`src/rtl/sram_arb_pkg.sv`:
```
// Shared types for the SRAM arbiter: FSM states and the active-low strobe bundle.
package sram_arb_pkg;

  typedef enum logic [2:0] {
    ST_IDLE,
    ST_RD,
    ST_WR_SETUP,
    ST_WR_PULSE,
    ST_WR_HOLD
  } state_t;

  typedef struct packed {
    logic ce;
    logic ub;
    logic lb;
    logic oe;
    logic we;
  } strobe_t;

  localparam strobe_t SRAM_IDLE = '1;

endpackage

```
`src/rtl/sram_arbiter_rr_grant2.sv`:
```
// Two-requester round-robin grant; `last` remembers the most recently accepted port.
module rr_grant2 (
  input  logic       clk,
  input  logic       rst_n,
  input  logic [1:0] req,
  input  logic       accept,
  output logic       gnt_id
);

  logic last;

  // Resetting to 1 lets port 0 win the first contention.
  always_ff @(posedge clk or negedge rst_n) begin
    if (!rst_n)      last <= 1'b1;
    else if (accept) last <= gnt_id;
  end

  always_comb begin
    gnt_id = 1'b0;
    if (req == 2'b11) gnt_id = ~last;
    else if (req[1])  gnt_id = 1'b1;
  end

endmodule

```
`src/rtl/sram_arbiter.sv`:
```
// Two-port SRAM arbiter: round-robin grant, request latching and fixed-timing strobe sequencing.
module sram_arbiter
  import sram_arb_pkg::*;
#(
  parameter int ADDR_W    = 20,
  parameter int DATA_W    = 16,
  parameter int RD_CYCLES = 2,
  parameter int WR_CYCLES = 2
) (
  input  logic              Clk,
  input  logic              Reset,
  input  logic              req0_valid,
  input  logic              req0_we,
  input  logic [ADDR_W-1:0] req0_addr,
  input  logic [DATA_W-1:0] req0_wdata,
  output logic              req0_ready,
  output logic              req0_done,
  output logic [DATA_W-1:0] req0_rdata,
  input  logic              req1_valid,
  input  logic              req1_we,
  input  logic [ADDR_W-1:0] req1_addr,
  input  logic [DATA_W-1:0] req1_wdata,
  output logic              req1_ready,
  output logic              req1_done,
  output logic [DATA_W-1:0] req1_rdata,
  output logic              CE,
  output logic              UB,
  output logic              LB,
  output logic              OE,
  output logic              WE,
  output logic [ADDR_W-1:0] ADDR,
  output logic [DATA_W-1:0] Data_to_SRAM,
  input  logic [DATA_W-1:0] Data_from_SRAM
);

  localparam int MAX_CYC = (RD_CYCLES > WR_CYCLES) ? RD_CYCLES : WR_CYCLES;
  localparam int CNT_W   = (MAX_CYC > 1) ? $clog2(MAX_CYC) : 1;
  localparam logic [CNT_W-1:0] RD_LOAD = CNT_W'(RD_CYCLES - 1);
  localparam logic [CNT_W-1:0] WR_LOAD = CNT_W'(WR_CYCLES - 1);

  state_t            state, state_nxt;
  logic [CNT_W-1:0]  cnt, cnt_nxt;
  logic [ADDR_W-1:0] addr_q;
  logic [DATA_W-1:0] wdata_q;
  logic              id_q;
  logic [1:0]        done_q;
  logic [DATA_W-1:0] rdata0_q, rdata1_q;
  strobe_t           stb;

  logic              gnt_id, idle, accept, rd_last;
  logic              sel_we;
  logic [ADDR_W-1:0] sel_addr;
  logic [DATA_W-1:0] sel_wdata;

  rr_grant2 u_grant (
    .clk    (Clk),
    .rst_n  (Reset),
    .req    ({req1_valid, req0_valid}),
    .accept (accept),
    .gnt_id (gnt_id)
  );

  assign idle       = (state == ST_IDLE);
  assign req0_ready = idle && Reset && req0_valid && !gnt_id;
  assign req1_ready = idle && Reset && req1_valid &&  gnt_id;
  assign accept     = req0_ready || req1_ready;
  assign rd_last    = (state == ST_RD) && (cnt == '0);

  assign sel_we    = gnt_id ? req1_we    : req0_we;
  assign sel_addr  = gnt_id ? req1_addr  : req0_addr;
  assign sel_wdata = gnt_id ? req1_wdata : req0_wdata;

  always_ff @(posedge Clk or negedge Reset) begin
    if (!Reset) begin
      state <= ST_IDLE;
      cnt   <= '0;
    end else begin
      state <= state_nxt;
      cnt   <= cnt_nxt;
    end
  end

  // Counter is reloaded on every state entry and counts down to zero.
  always_comb begin
    state_nxt = state;
    cnt_nxt   = cnt;
    case (state)
      ST_IDLE: begin
        if (accept) begin
          state_nxt = sel_we ? ST_WR_SETUP : ST_RD;
          cnt_nxt   = sel_we ? '0 : RD_LOAD;
        end
      end
      ST_RD: begin
        if (cnt == '0) state_nxt = ST_IDLE;
        else           cnt_nxt   = cnt - CNT_W'(1);
      end
      ST_WR_SETUP: begin
        state_nxt = ST_WR_PULSE;
        cnt_nxt   = WR_LOAD;
      end
      ST_WR_PULSE: begin
        if (cnt == '0) begin
          state_nxt = ST_WR_HOLD;
          cnt_nxt   = '0;
        end else begin
          cnt_nxt = cnt - CNT_W'(1);
        end
      end
      ST_WR_HOLD: begin
        state_nxt = ST_IDLE;
        cnt_nxt   = '0;
      end
      default: begin
        state_nxt = ST_IDLE;
        cnt_nxt   = '0;
      end
    endcase
  end

  always_comb begin
    stb = SRAM_IDLE;
    case (state)
      ST_RD:       begin stb.ce = 1'b0; stb.ub = 1'b0; stb.lb = 1'b0; stb.oe = 1'b0; end
      ST_WR_SETUP: begin stb.ce = 1'b0; stb.ub = 1'b0; stb.lb = 1'b0; end
      ST_WR_PULSE: begin stb.ce = 1'b0; stb.ub = 1'b0; stb.lb = 1'b0; stb.we = 1'b0; end
      ST_WR_HOLD:  begin stb.ce = 1'b0; stb.ub = 1'b0; stb.lb = 1'b0; end
      default:     stb = SRAM_IDLE;
    endcase
  end

  assign CE = stb.ce;
  assign UB = stb.ub;
  assign LB = stb.lb;
  assign OE = stb.oe;
  assign WE = stb.we;

  // Address and write data change only at accept, so they are stable whenever CE is low.
  always_ff @(posedge Clk or negedge Reset) begin
    if (!Reset) begin
      addr_q  <= '0;
      wdata_q <= '0;
      id_q    <= 1'b0;
    end else if (accept) begin
      addr_q  <= sel_addr;
      wdata_q <= sel_wdata;
      id_q    <= gnt_id;
    end
  end

  always_ff @(posedge Clk or negedge Reset) begin
    if (!Reset) begin
      done_q   <= '0;
      rdata0_q <= '0;
      rdata1_q <= '0;
    end else begin
      done_q <= '0;
      if (rd_last || (state == ST_WR_HOLD)) done_q[id_q] <= 1'b1;
      if (rd_last) begin
        if (id_q) rdata1_q <= Data_from_SRAM;
        else      rdata0_q <= Data_from_SRAM;
      end
    end
  end

  assign ADDR         = addr_q;
  assign Data_to_SRAM = wdata_q;
  assign req0_done    = done_q[0];
  assign req1_done    = done_q[1];
  assign req0_rdata   = rdata0_q;
  assign req1_rdata   = rdata1_q;

endmodule
```
`config.mk`:
```
export PLATFORM = sky130hd
export DESIGN_NAME = sram_arbiter
export DESIGN_NICKNAME = d
export VERILOG_FILES = /design/src/rtl/sram_arb_pkg.sv /design/src/rtl/sram_arbiter_rr_grant2.sv /design/src/rtl/sram_arbiter.sv
export SDC_FILE = /design/constraint.sdc
export NUM_CORES = 1
export LEC_CHECK = 0
export ABC_CLOCK_PERIOD_IN_PS = 4410
export BUFFER_PORTS_ARGS = -buffer_cell sky130_fd_sc_hd__buf_2
export CAP_MARGIN = 20
export CORE_UTILIZATION = 49
export DETAILED_ROUTE_END_ITERATION = 6
export PLACE_DENSITY = 0.95
export REMOVE_ABC_BUFFERS = 1
export SLEW_MARGIN = 20
export SYNTH_ARGS = -nofsm -noshare
export SYNTH_HDL_FRONTEND = slang
export SYNTH_HIERARCHICAL = 1
export SYNTH_SLANG_ARGS = --single-unit
```
`constraint.sdc`:
```
create_clock -name Clk -period 4.41 [get_ports Clk]
set_input_delay 0.441 -clock Clk [delete_from_list [all_inputs] [get_ports Clk]]
set_output_delay 0.441 -clock Clk [all_outputs]
set_load 0.005 [all_outputs]
```
* Word-level counts from Yosys, hierarchy flattened
Index checks and enable logic that the tools add are counted.
W data, S select, Z words.
** Cells by class
- $add $sub $neg :: 1
- Magnitude comparators :: 2
- Equality and inequality tests :: 8
- Multiplexer cells :: 20
- Bitwise gates (word level) :: 3
- Reduce and logical (&&, ||, !) cells :: 16
** Operators by type and width (number)
- $mux W20 :: 1
- $mux W16 :: 1
- $mux W3 :: 4
- $pmux W3 S4 :: 1
- $mux W1 :: 9
- $logic_and A1 B1 Y1 :: 7
- $eq A3 B2 Y1 const B :: 2
- $mux W2 :: 2
- $ne A2 B2 Y1 const B :: 2
- $reduce_and A2 Y1 :: 2
- $reduce_or A4 Y1 :: 1
- $eq A3 B1 Y1 const B :: 1
- $eq A3 B3 Y1 const B :: 1
- $logic_not A3 Y1 :: 1
- $not A1 Y1 :: 3
- $pmux W1 S3 :: 1
- $reduce_and A3 Y1 :: 1
- $eq A2 B2 Y1 const B :: 1
- $logic_or A1 B1 Y1 :: 2
- $lt A1 B2 Y1 const B :: 1
- $ne A2 B1 Y1 const B :: 1
- $reduce_or A2 Y1 :: 1
- $demux W1 S1 :: 1
- $ge A1 B1 Y1 const B :: 1
- other kinds (2) :: 2
** Storage, ports and cells
- Register bits after elaboration :: 76
- Output and inout bits :: 77
- Logic and storage cells :: 59

* Logic depth before layout (Yosys ltp)
Gate-level depths: netlist of the first run.
- Depth in word-level cells :: 7
- Depth in mapped cells :: 7

* Cells and area by module
The synthesis of the first run kept the hierarchy.
** By module, submodules not included
- sram_arbiter :: times used 1, cells each 271, area each 3354.5 um2
- rr_grant2 :: times used 1, cells each 3, area each 52.6 um2

* Worst setup path before layout of the first run
Ideal clock, no wire load.
- Path type :: input -> output
- From :: input req1_valid
- To :: output req0_ready
- Arrival time :: 1574 ps
- Data required time :: 3969 ps
- Slack :: 2395 ps
- Cell stages on the path :: 5
- Path buffers :: 3
- Path through :: a21boi_2 clkbuf_1 buf_1 buf_2 nor2_1
** On the way
- Cells in the longest elaborated chain, start to end :: 4
- Elaborated cells on any way between the ends :: 5
- Those cells by class :: eq/ne (1); mux (2); reduce/logical (2)
** Ends and longest elaborated chain
- from (decl) :: RTL line sram_arbiter.sv:19 : input logic req1_valid,
- $eq A2 B2 Y1 or $mux W1 (tied branches) :: RTL line sram_arbiter_rr_grant2.sv:20, sram_arbiter_rr_grant2.sv:21
- $mux W1 * :: RTL line sram_arbiter_rr_grant2.sv:20 : if (req == 2'b11) gnt_id = ~last;
- $logic_not A1 Y1 * :: RTL line sram_arbiter.sv:64 : assign req0_ready = idle && Reset && req0_valid && !gnt_id;
- $logic_and A1 B1 Y1 * :: RTL line sram_arbiter.sv:64
- to (decl) :: RTL line sram_arbiter.sv:16 : output logic req0_ready,
Mark *: on every way between the ends. The rest lies on a longest branch, timed or not.

* Final worst setup path of the first run
- From :: register u_grant.last
- To :: register u_grant.last
** On the way
- Cells in the longest elaborated chain, start to end :: 5
- Elaborated cells on any way between the ends :: 6
- Those cells by class :: mux (1); bitwise (1); reduce/logical (4)
** Ends and longest elaborated chain
- from (decl) :: RTL line sram_arbiter_rr_grant2.sv:10 : logic last;
- from (signal assigned) :: RTL line sram_arbiter_rr_grant2.sv:15 : else if (accept) last <= gnt_id;
- $not A1 Y1 * :: RTL line sram_arbiter_rr_grant2.sv:20
- $mux W1 * :: RTL line sram_arbiter_rr_grant2.sv:20
- net gnt_id :: RTL line sram_arbiter.sv:50 : logic gnt_id, idle, accept, rd_last;
- $logic_not A1 Y1 :: RTL line sram_arbiter.sv:64
- $logic_and A1 B1 Y1 :: RTL line sram_arbiter.sv:64
- $logic_or A1 B1 Y1 :: RTL line sram_arbiter.sv:66 : assign accept = req0_ready || req1_ready;
The timed path passes the listed nets; every way through them passes the cells marked *.
A chain may end at the register's enable or synchronous reset.

==> flow_metrics.py, run 1 <==
metrics = {
    "power_and_ir_drop": {
        "ir_worst_vdd_v": 0.0003561,
        "combPwrFrac_pct": 40.3,
        "p_leak_nw": 2.245,
        "power.density_mw_per_mm2": 664.2,
        "switching_share_pct": 33.41,
        "power_report.internal_total_w": 0.001972,
        "power.share.clock_pct": 17.4,
        "power_w": 0.002961,
        "power.net_switching_w": 0.0009894,
        "seq_power_share_pct": 42.4,
    },
    "placed_design": {
        "routabilityCongestion": 0.7856,
        "portBuffers": 170,
        "place_ws_ns": 1.687,
        "hpwl_um": 5758,
    },
    "floorplanning": {
        "start_util_pct": 50.43,
        "ioPinCount": 171,
        "rows": 30,
        "die_y_um": 85.39,
        "die_w_um": 85.39,
        "core_region_area_mm2": 0.006756,
        "dieArea_mm2": 0.007291,
    },
    "clocking": {
        "hold_buffers": 0,
        "cts_sinks": 76,
        "cts_max_level": 3,
        "clock_latency_ns": 0.33,
        "cts_tree": "done",
        "post-cts-setup-buffers": 0,
        "cts_resized": 0,
        "clkTransAtPathRegs_ns": 0.08,
        "cts_buffers": 9,
        "clockRootBuffer": "clkbuf_8",
        "cts_buffer_depth": 2,
    },
    "route": {
        "wl_um": 7981,
        "drc": 0,
        "first_pass_iters": 4,
        "wl_per_cell_um": 15.44,
        "drt_iter0_drc": 83,
        "via_per_inst": 5.277,
        "dr_total_vias": 2728,
        "drtAntennaViolNets": 0,
    },
    "layout": {
        "final_common_cell": "buf_2",
        "regArea_mm2": 0.001903,
        "drive_gt1_share_pct": 52.17,
        "nets": 528,
        "n_fill_cell": 523,
        "most-common-layout-cells": "buf_2, dfrtp_1, a21oi_1, mux2i_1, mux2_2",
        "antennaDiodeCount": 0,
        "syn_to_final_growth_pct": 30.85,
        "multi_input_area_mm2": 0.001381,
    },
    "worst_setup_path": {
        "r2r_cells": 5,
        "slowest_stage": "mux2_2",
        "critPathMaxFanout": 40,
        "arrival_ns": 2.91,
        "path_delay_family": "multiplexers",
        "crit_path_cell_trace": "a21boi_4, mux2_2, and2_1, buf_4, mux2_4",
        "cp-end-kind": "register",
        "crit_buf_inv": 1,
        "worst-setup-path-type": "reg -> reg",
        "cp.required_ns": 4.66,
        "critPathMaxStageDelay_ns": 0.70,
        "crit_cells": 5,
        "critPathLaunchType": "register",
    },
    "synth": {
        "synth_simple_gate_area_share_pct": 4.223,
        "synth_cells": 274,
        "synth_xor_area_share_pct": 0.2571,
        "synth_compound_area_share_pct": 11.79,
        "ys_ff_latch": 76,
        "synth_top_family_by_area": "multiplexers",
        "yosys-top-cells-area": "dfrtp_1, a21oi_1, mux2i_1, mux2_2, mux2_4",
        "netlist_area_mm2": 0.003407,
        "synthAdderAreaFrac_pct": 0,
        "ys_types": 32,
        "synth_area_per_cell_um2": 12.43,
        "synth_top_area_share_pct": 55.09,
        "synth_top_cell_by_area": "dfrtp_1",
        "yosysWarnings": 6,
        "synthMuxAreaShare_pct": 23.69,
        "yosysSeqAreaShare_pct": 55.86,
    },
    "grt": {
        "grt_pass1_vias": 2716,
        "grt_max_degree": 80,
        "gr-total-overflow": 0,
        "grt_util_all_layers_pct": 22.23,
        "antenna_found_initial": 0,
        "grt_pass1_wl_um": 12630,
    },
    "sta": {
        "tightest_slew_ns": 0.9384,
        "worst_clock_skew_ns": 0.008988,
        "clock.fmax_mhz": 376.8,
        "setup_violations": 0,
        "rsz0062_at_grt": "no",
        "relSlewSlack_pct": 37.44,
        "drv_slew": 0,
        "hold_viol_final": 0,
        "fin_setup_tns_ns": 0,
        "min_period_ns": 2.654,
        "setup_ws_ns": 1.756,
        "period_share_pct": 60.19,
    },
    "min_path": {
        "min-delay-path-class": "in -> reg",
        "hold_depth": 2,
    },
    "job": {
        "max-cap-violations": 0,
    },
    "run_status": {
        "status": "complete, no violations",
    },
}
-- logic make-up (layout without fill, tap and decap cells) --
logic type	count (synthesis)	in the layout
xor+xnor	1	1
compound gates	77	77
buf+inv	25	188
simple gates	23	23
flops	76	76
mux	72	72
-- layout make-up --
cell class                      instances  share of cell area [%]
Sequential cell                        76                   42.69
Multi-Input combinational cell        173                   30.98
Timing Repair Buffer                  174                   19.81
Clock buffer                           12                   3.480
Tap cell                               80                   2.245
Clock inverter                          2                  0.7859
-- registers in the layout, indices dropped and copies added (netlist names) --
signal / count
ADDR: 20
Data_to_SRAM: 16
cnt: 1
done_q: 2
id_q: 1
req0_rdata: 16
req1_rdata: 16
state: 3
u_grant/last: 1
-- cells in the mapped netlist, drive strengths merged --
library cell,count
and4b,1
nor4b,1
mux2,36
and2,2
nand4,1
nand2,2
a211o,1
a21boi,1
o21ai,1
dfstp,1
nor2,5
clkbuf,11
nor3,4
and3,1
xor2,1
buf,14
or3b,2
o2bb2ai,1
nand3b,2
o31ai,1
nor3b,1
dfrtp,75
a21oi,72
mux2i,36
nand2b,1
-- metal layers --
| metal | track usage, % | share of wire (%) | vias to the layer above |
|---|---|---|---|
| met5 | 0 | 0 | - |
| met4 | 10.45 | 2.7 | 0 |
| met3 | 4.475 | 4.9 | 18 |
| met2 | 38.34 | 52 | 107 |
| met1 | 26.90 | 40 | 1305 |
| li1 | - | - | 1298 |
-- worst paths after layout --
kind                             endpoint  slack, ns          startpoint
setup / recovery             u_grant/last       1.76        u_grant/last
hold / removal             req1_rdata[13]       0.35  Data_from_SRAM[13]
setup reg to reg             u_grant/last       1.76        u_grant/last
hold reg to reg             req0_rdata[3]       0.51       req0_rdata[3]
max in group asynchronous         ADDR[5]       3.45               Reset
min in group asynchronous       done_q[1]       0.36               Reset
-- metrics by stage --
| stage | hold slack, ns | instances | area [um2] | utilization [%] |
|---|---|---|---|---|
| global route | 0.3402 | 517 | 4458 | 65.98 |
| global placement | 0.4826 | 503 | 4262 | 63.07 |
| floorplan | 0.1454 | 249 | 3264 | - |
| CTS | 0.3428 | 517 | 4458 | 65.98 |
| detailed placement | 0.4917 | 503 | 4268 | 63.17 |
| finish | 0.3526 | 517 | 4458 | 65.98 |
-- power by group through the flow --
stage / clock network (W) / registers (W) / logic, W
4_1_cts: 0.000525 / 0.00125 / 0.00121
2_1_floorplan: 0 / 0.00126 / 0.000633
6_report: 0.000514 / 0.00125 / 0.00119
5_1_grt: 0.000558 / 0.00130 / 0.00131
3_5_place_dp: 0 / 0.00126 / 0.00121
3_3_place_gp: 0 / 0.00124 / 0.00114
Power figures use the tool's default switching activity.
==> run 2, diff against run 1 <==
--- a/config.mk
+++ b/config.mk
@@ -5,12 +5,12 @@
 export SDC_FILE = /design/constraint.sdc
 export NUM_CORES = 1
 export LEC_CHECK = 0
-export ABC_CLOCK_PERIOD_IN_PS = 4410
+export ABC_CLOCK_PERIOD_IN_PS = 2100
 export BUFFER_PORTS_ARGS = -buffer_cell sky130_fd_sc_hd__buf_2
 export CAP_MARGIN = 20
-export CORE_UTILIZATION = 49
+export CORE_UTILIZATION = 41
 export DETAILED_ROUTE_END_ITERATION = 6
-export PLACE_DENSITY = 0.95
+export PLACE_DENSITY = 0.86
 export REMOVE_ABC_BUFFERS = 1
 export SLEW_MARGIN = 20
 export SYNTH_ARGS = -nofsm -noshare
==> constraint.sdc (replaced) <==
create_clock -name Clk -period 2.1 [get_ports Clk]
set_input_delay 0.21 -clock Clk [delete_from_list [all_inputs] [get_ports Clk]]
set_output_delay 0.21 -clock Clk [all_outputs]
set_load 0.005 [all_outputs]
==> run 2 against run 1 <==
Compared with the run above: core utilization decreased by 8.3 points; combinational power increased by 130%; wire length increased by 12%; highest routed layer unchanged.
==> flow_metrics.py, run 2 (synthesized netlist as in run 1, its figures left out) <==
metrics = {
    "worst_setup_path": {
        "reg2reg_slack_ns": 0.26,
        "critPathMaxStageDelay_ns": 0.38,
        "cp-end-kind": "output pin",
        "r2r-end": "req1_rdata[5]",
        "crit_start": "state[0]",
        "worst-setup-path-type": "reg -> out",
        "slowest_stage": "dfrtp_1",
        "critPathMaxFanout": 12,
        "cp.required_ns": 1.89,
        "r2r_cells": 4,
        "path_delay_family": "simple AND/OR/NAND/NOR gates",
        "arrival_ns": 1.78,
        "critPathLaunchType": "register",
        "crit_buf_inv": 3,
        "crit_path_cell_trace": "buf_4, nor4b_4, buf_6, and3_1, buf_2",
        "r2r_start": "state[2]",
    },
    "route": {
        "drc": 0,
        "drt_iter0_drc": 81,
        "via_per_inst": 5.085,
        "dr_total_vias": 2812,
        "drtAntennaViolNets": 0,
        "first_pass_iters": 4,
        "wl_per_cell_um": 16.11,
        "wl_um": 8908,
    },
    "power_and_ir_drop": {
        "seq_power_share_pct": 41.4,
        "power_w": 0.006219,
        "switching_share_pct": 34.95,
        "ir_worst_vdd_v": 0.0005165,
        "p_leak_nw": 2.291,
        "power.share.clock_pct": 15.3,
        "combPwrFrac_pct": 43.3,
        "power.density_mw_per_mm2": 1366,
        "power_report.internal_total_w": 0.004045,
        "power.net_switching_w": 0.002174,
    },
    "layout": {
        "final_util_pct": 57.73,
        "final_cells": 553,
        "stdcell_area_mm2": 0.004553,
        "antennaDiodeCount": 0,
        "syn_to_final_growth_pct": 33.64,
        "final_common_cell": "buf_2",
        "nets": 540,
        "drive_gt1_share_pct": 52.99,
        "largest_register_ffs": 20,
        "most-common-layout-cells": "buf_2, dfrtp_1, a21oi_1, mux2i_1, mux2_2",
    },
    "clocking": {
        "cts_tree": "done",
        "clock_latency_ns": 0.33,
        "cts_max_level": 3,
        "clkTransAtPathRegs_ns": 0.08,
        "post-cts-setup-buffers": 0,
        "clockRootBuffer": "clkbuf_8",
        "cts_sinks": 76,
        "cts_buffers": 9,
        "cts_buffer_depth": 2,
    },
    "grt": {
        "antenna_found_initial": 0,
        "grt_max_degree": 62,
        "gr-total-overflow": 0,
        "grt_pass1_wl_um": 13700,
        "grt_pass1_vias": 2857,
        "grt_util_all_layers_pct": 20.43,
    },
    "job": {
        "max-cap-violations": 0,
    },
    "placed_design": {
        "placed_cells": 535,
        "hpwl_um": 6553,
        "portBuffers": 170,
        "routabilityCongestion": 0.7659,
        "placed_area_mm2": 0.004364,
    },
    "sta": {
        "period_share_pct": 94.59,
        "setup_violations": 0,
        "drv_slew": 0,
        "relSlewSlack_pct": 48.29,
        "hold_viol_final": 0,
        "min_period_ns": 1.986,
        "clock.fmax_mhz": 503.4,
        "worst_clock_skew_ns": 0.007827,
        "tightest_slew_ns": 0.7756,
        "whs_ns": 0.1146,
    },
    "floorplanning": {
        "rows": 32,
        "die_y_um": 93.16,
        "ioPinCount": 171,
        "start_util_pct": 43.19,
        "core_region_area_mm2": 0.007888,
        "dieArea_mm2": 0.008679,
        "die_w_um": 93.16,
    },
    "min_path": {
        "min-delay-path-class": "in -> reg",
        "hold_end": "req1_rdata[0]",
        "worstHoldStart": "Data_from_SRAM[0]",
        "hold_depth": 2,
    },
    "run_status": {
        "status": "complete, no violations",
    },
}
[run 2: changes by cell type in the layout (fill, tap and decap cells not counted), sizes merged]
cell	change
buf	+11
clkinv	+2
bufinv	-1
clkinvlp	+1
dlygate4sd3	+1
[run 2: how the worst max path moves through the flow]
stage                     end  slack (ns)  cells after the start
2_1_floorplan    u_grant/last       -2.73                      3
3_3_place_gp   req1_rdata[12]        0.30                      4
3_5_place_dp    req1_rdata[5]        0.27                      4
4_1_cts            req1_ready        0.02                      5
5_1_grt            req1_ready      -0.009                      5
6_report           req1_ready        0.11                      5
[run 2: routing by layer]
layer	track usage [%]	share of wire [%]	wire length [um]	vias up
li1	-	-	-	1329
met1	23.39	39	3495	1377
met2	37.87	55	4903	94
met3	3.659	4.3	381	12
met4	7.308	1.4	127	0
met5	0	0	0	-
[run 2: cell type report]
| class | instances | area [um2] |
|---|---|---|
| Tap cell | 102 | 127.6 |
| Timing Repair Buffer | 186 | 977.2 |
| Multi-Input combinational cell | 173 | 1384 |
| Clock buffer | 12 | 135.1 |
| Fill cell | 659 | 3334 |
| Sequential cell | 76 | 1903 |
| Clock inverter | 4 | 26.28 |
[run 2: timing repair]
item / 4_1_cts / 5_1_grt
endpoints found under the setup margin: 1 / 2
pin swaps: 0 / 1
gates cloned: 0 / 1
hold buffers: 1 / 0
hold endpoints to repair: 15 / 0
resized for setup: 1 / 1
[run 2: power groups by stage]
stage | clock network, W | registers, W | logic [W]
2_1_floorplan | 0 | 0.00265 | 0.00133
3_3_place_gp | 0 | 0.00256 | 0.00255
3_5_place_dp | 0 | 0.00259 | 0.00268
4_1_cts | 0.000971 | 0.00258 | 0.00269
5_1_grt | 0.00104 | 0.00266 | 0.00293
6_report | 0.000949 | 0.00258 | 0.00269
[run 2: per-stage QoR]
stage          setup TNS (ns)  worst slack [ns]
6_report                    0            0.1136
5_1_grt              -0.01021         -0.009337
4_1_cts                     0           0.01980
3_5_place_dp                0            0.2712
3_3_place_gp                0            0.3013
2_1_floorplan         -106.34            -2.730
[run 2: worst reg2reg max path: stages (launching register included)]
cell	delay [ns]
dfrtp_1	0.38
or3b_4	0.41
or3b_1	0.37
buf_4	0.23
mux2_4	0.33
==> run 3, diff against run 2 <==
==> constraint.sdc (replaced) <==
create_clock -name Clk -period 2.1 [get_ports Clk]
set_input_delay 0.42 -clock Clk [delete_from_list [all_inputs] [get_ports Clk]]
set_output_delay 0.42 -clock Clk [all_outputs]
set_load 0.005 [all_outputs]
==> run 3 against run 2 <==
Compared with the run above: final area rose by 0.38%; combinational power barely moved; sequential power barely moved; critical path type unchanged.
==> flow_metrics.py, run 3 (synthesized netlist as in run 1, its figures left out) <==
metrics = {
    "min_path": {
        "min-delay-path-class": "in -> async",
    },
    "sta": {
        "drv_slew": 0,
        "fin_setup_tns_ns": 0,
        "clock.fmax_mhz": 501.9,
        "min_period_ns": 1.992,
        "worst_clock_skew_ns": 0.007373,
        "period_share_pct": 94.87,
        "relSlewSlack_pct": 60.81,
        "tightest_slew_ns": 0.5879,
        "hold_viol_final": 0,
        "rsz0062_at_grt": "no",
        "setup_violations": 0,
    },
    "grt": {
        "grt_util_all_layers_pct": 20.60,
        "grt_pass1_vias": 2883,
        "grt_max_degree": 50,
        "gr-total-overflow": 0,
        "antenna_found_initial": 0,
        "grt_pass1_wl_um": 13790,
    },
    "layout": {
        "drive_gt1_share_pct": 53.76,
        "final_common_cell": "buf_2",
        "syn_to_final_growth_pct": 34.15,
        "final_cells": 554,
        "nets": 542,
        "antennaDiodeCount": 0,
        "largest_register_ffs": 20,
        "most-common-layout-cells": "buf_2, dfrtp_1, a21oi_1, mux2i_1, mux2_2",
    },
    "worst_setup_path": {
        "path_delay_family": "simple AND/OR/NAND/NOR gates",
        "slowest_stage": "dfrtp_1",
        "crit_cells": 4,
        "crit_buf_inv": 2,
        "r2r_cells": 4,
        "cp.required_ns": 1.68,
        "arrival_ns": 1.57,
        "worst-setup-path-type": "reg -> out",
        "r2r-end": "req1_rdata[5]",
        "reg2reg_slack_ns": 0.24,
        "r2r_start": "state[2]",
        "critPathMaxStageDelay_ns": 0.40,
        "critPathMaxFanout": 7,
        "critPathLaunchType": "register",
        "crit_start": "state[2]",
        "cp-end-kind": "output pin",
        "crit_path_cell_trace": "buf_4, nor4b_4, and3_1, buf_2",
    },
    "route": {
        "via_per_inst": 5.088,
        "drtAntennaViolNets": 0,
        "drc": 0,
        "wl_per_cell_um": 15.92,
        "dr_total_vias": 2819,
        "wl_um": 8820,
        "first_pass_iters": 4,
        "drt_iter0_drc": 78,
    },
    "placed_design": {
        "portBuffers": 170,
        "placed_cells": 538,
        "hpwl_um": 6541,
        "routabilityCongestion": 0.8086,
    },
    "floorplanning": {
        "die_y_um": 93.16,
        "core_region_area_mm2": 0.007888,
        "ioPinCount": 171,
        "die_w_um": 93.16,
        "dieArea_mm2": 0.008679,
        "rows": 32,
        "start_util_pct": 43.19,
    },
    "job": {
        "max-cap-violations": 0,
    },
    "clocking": {
        "cts_buffers": 9,
        "cts_sinks": 76,
        "cts_max_level": 3,
        "clkTransAtPathRegs_ns": 0.08,
        "clock_latency_ns": 0.34,
        "clockRootBuffer": "clkbuf_8",
        "cts_buffer_depth": 2,
        "cts_tree": "done",
    },
    "power_and_ir_drop": {
        "p_leak_nw": 2.305,
        "power_w": 0.006244,
        "power.density_mw_per_mm2": 1366,
        "ir_worst_vdd_v": 0.0004859,
    },
    "run_status": {
        "status": "complete, no violations",
    },
}
==> run 3: changes by cell type in the layout (fill, tap and decap cells not counted) <==
cell / before / now
clkbuf_8: 9 / 10
clkbuf_1: 3 / 1
buf_2: 170 / 169
dlygate4sd3_1: 1 / 0
buf_6: 1 / 0
buf_4: 14 / 19
==> run 3: worst max path at each step <==
| stage | endpoint | slack, ns |
|---|---|---|
| final | req1_ready | 0.11 |
| after global routing | req0_ready | 0.008 |
| after CTS | req1_ready | 0.01 |
| after detailed placement | req1_ready | 0.25 |
| after global placement | req1_rdata[12] | 0.31 |
| after floorplan | u_grant/last | -2.73 |
==> run 3: final cells by class <==
type	instances	area (um2)
tap	102	127.6
clock buffer	11	141.4
sequential	76	1903
clock inverter	4	26.28
multi-input combinational	173	1384
timing repair buffer	188	988.4
fill	684	3317
==> run 3: per-stage QoR <==
stage / util [%] / hold slack (ns) / cell area [um2] / worst slack (ns)
after global placement: 55.62 / 0.4844 / 4387 / 0.3104
after CTS: 57.85 / 0.1992 / 4563 / 0.009932
after floorplan: - / 0.1244 / 3264 / -2.730
after global routing: 57.95 / 0.2311 / 4571 / 0.008196
after detailed placement: 55.62 / 0.4859 / 4387 / 0.2486
final: 57.95 / 0.1889 / 4571 / 0.1077
==> run 3: power breakdown <==
group          total (W)  leakage [nW]  switching (W)  internal, W
logic            0.00269          1.34        0.00126      0.00144
clock network   0.000967        0.0852       0.000514     0.000453
registers        0.00258         0.878       0.000399      0.00218
==> run 3: metal layers <==
| layer | GRT usage, % | routed length (um) | vias to the layer above |
|---|---|---|---|
| li1 | - | - | 1329 |
| met1 | 23.80 | 3474 | 1377 |
| met2 | 37.44 | 4797 | 94 |
| met3 | 3.171 | 351 | 19 |
| met4 | 9.231 | 197 | 0 |
| met5 | 0 | 0 | - |
==> run 3: worst reg2reg max path, cell delays in order (launching register included) <==
cell,delay [ns]
dfrtp_1,0.40
or3b_4,0.41
or3b_1,0.37
buf_4,0.23
mux2_4,0.33
==> run 3: timing repair <==
action,4_1_cts,5_1_grt
buffers inserted,0,1
hold buffers,0,0
gates resized for setup,1,0
endpoints found under the setup margin,2,2
pin swaps,1,1
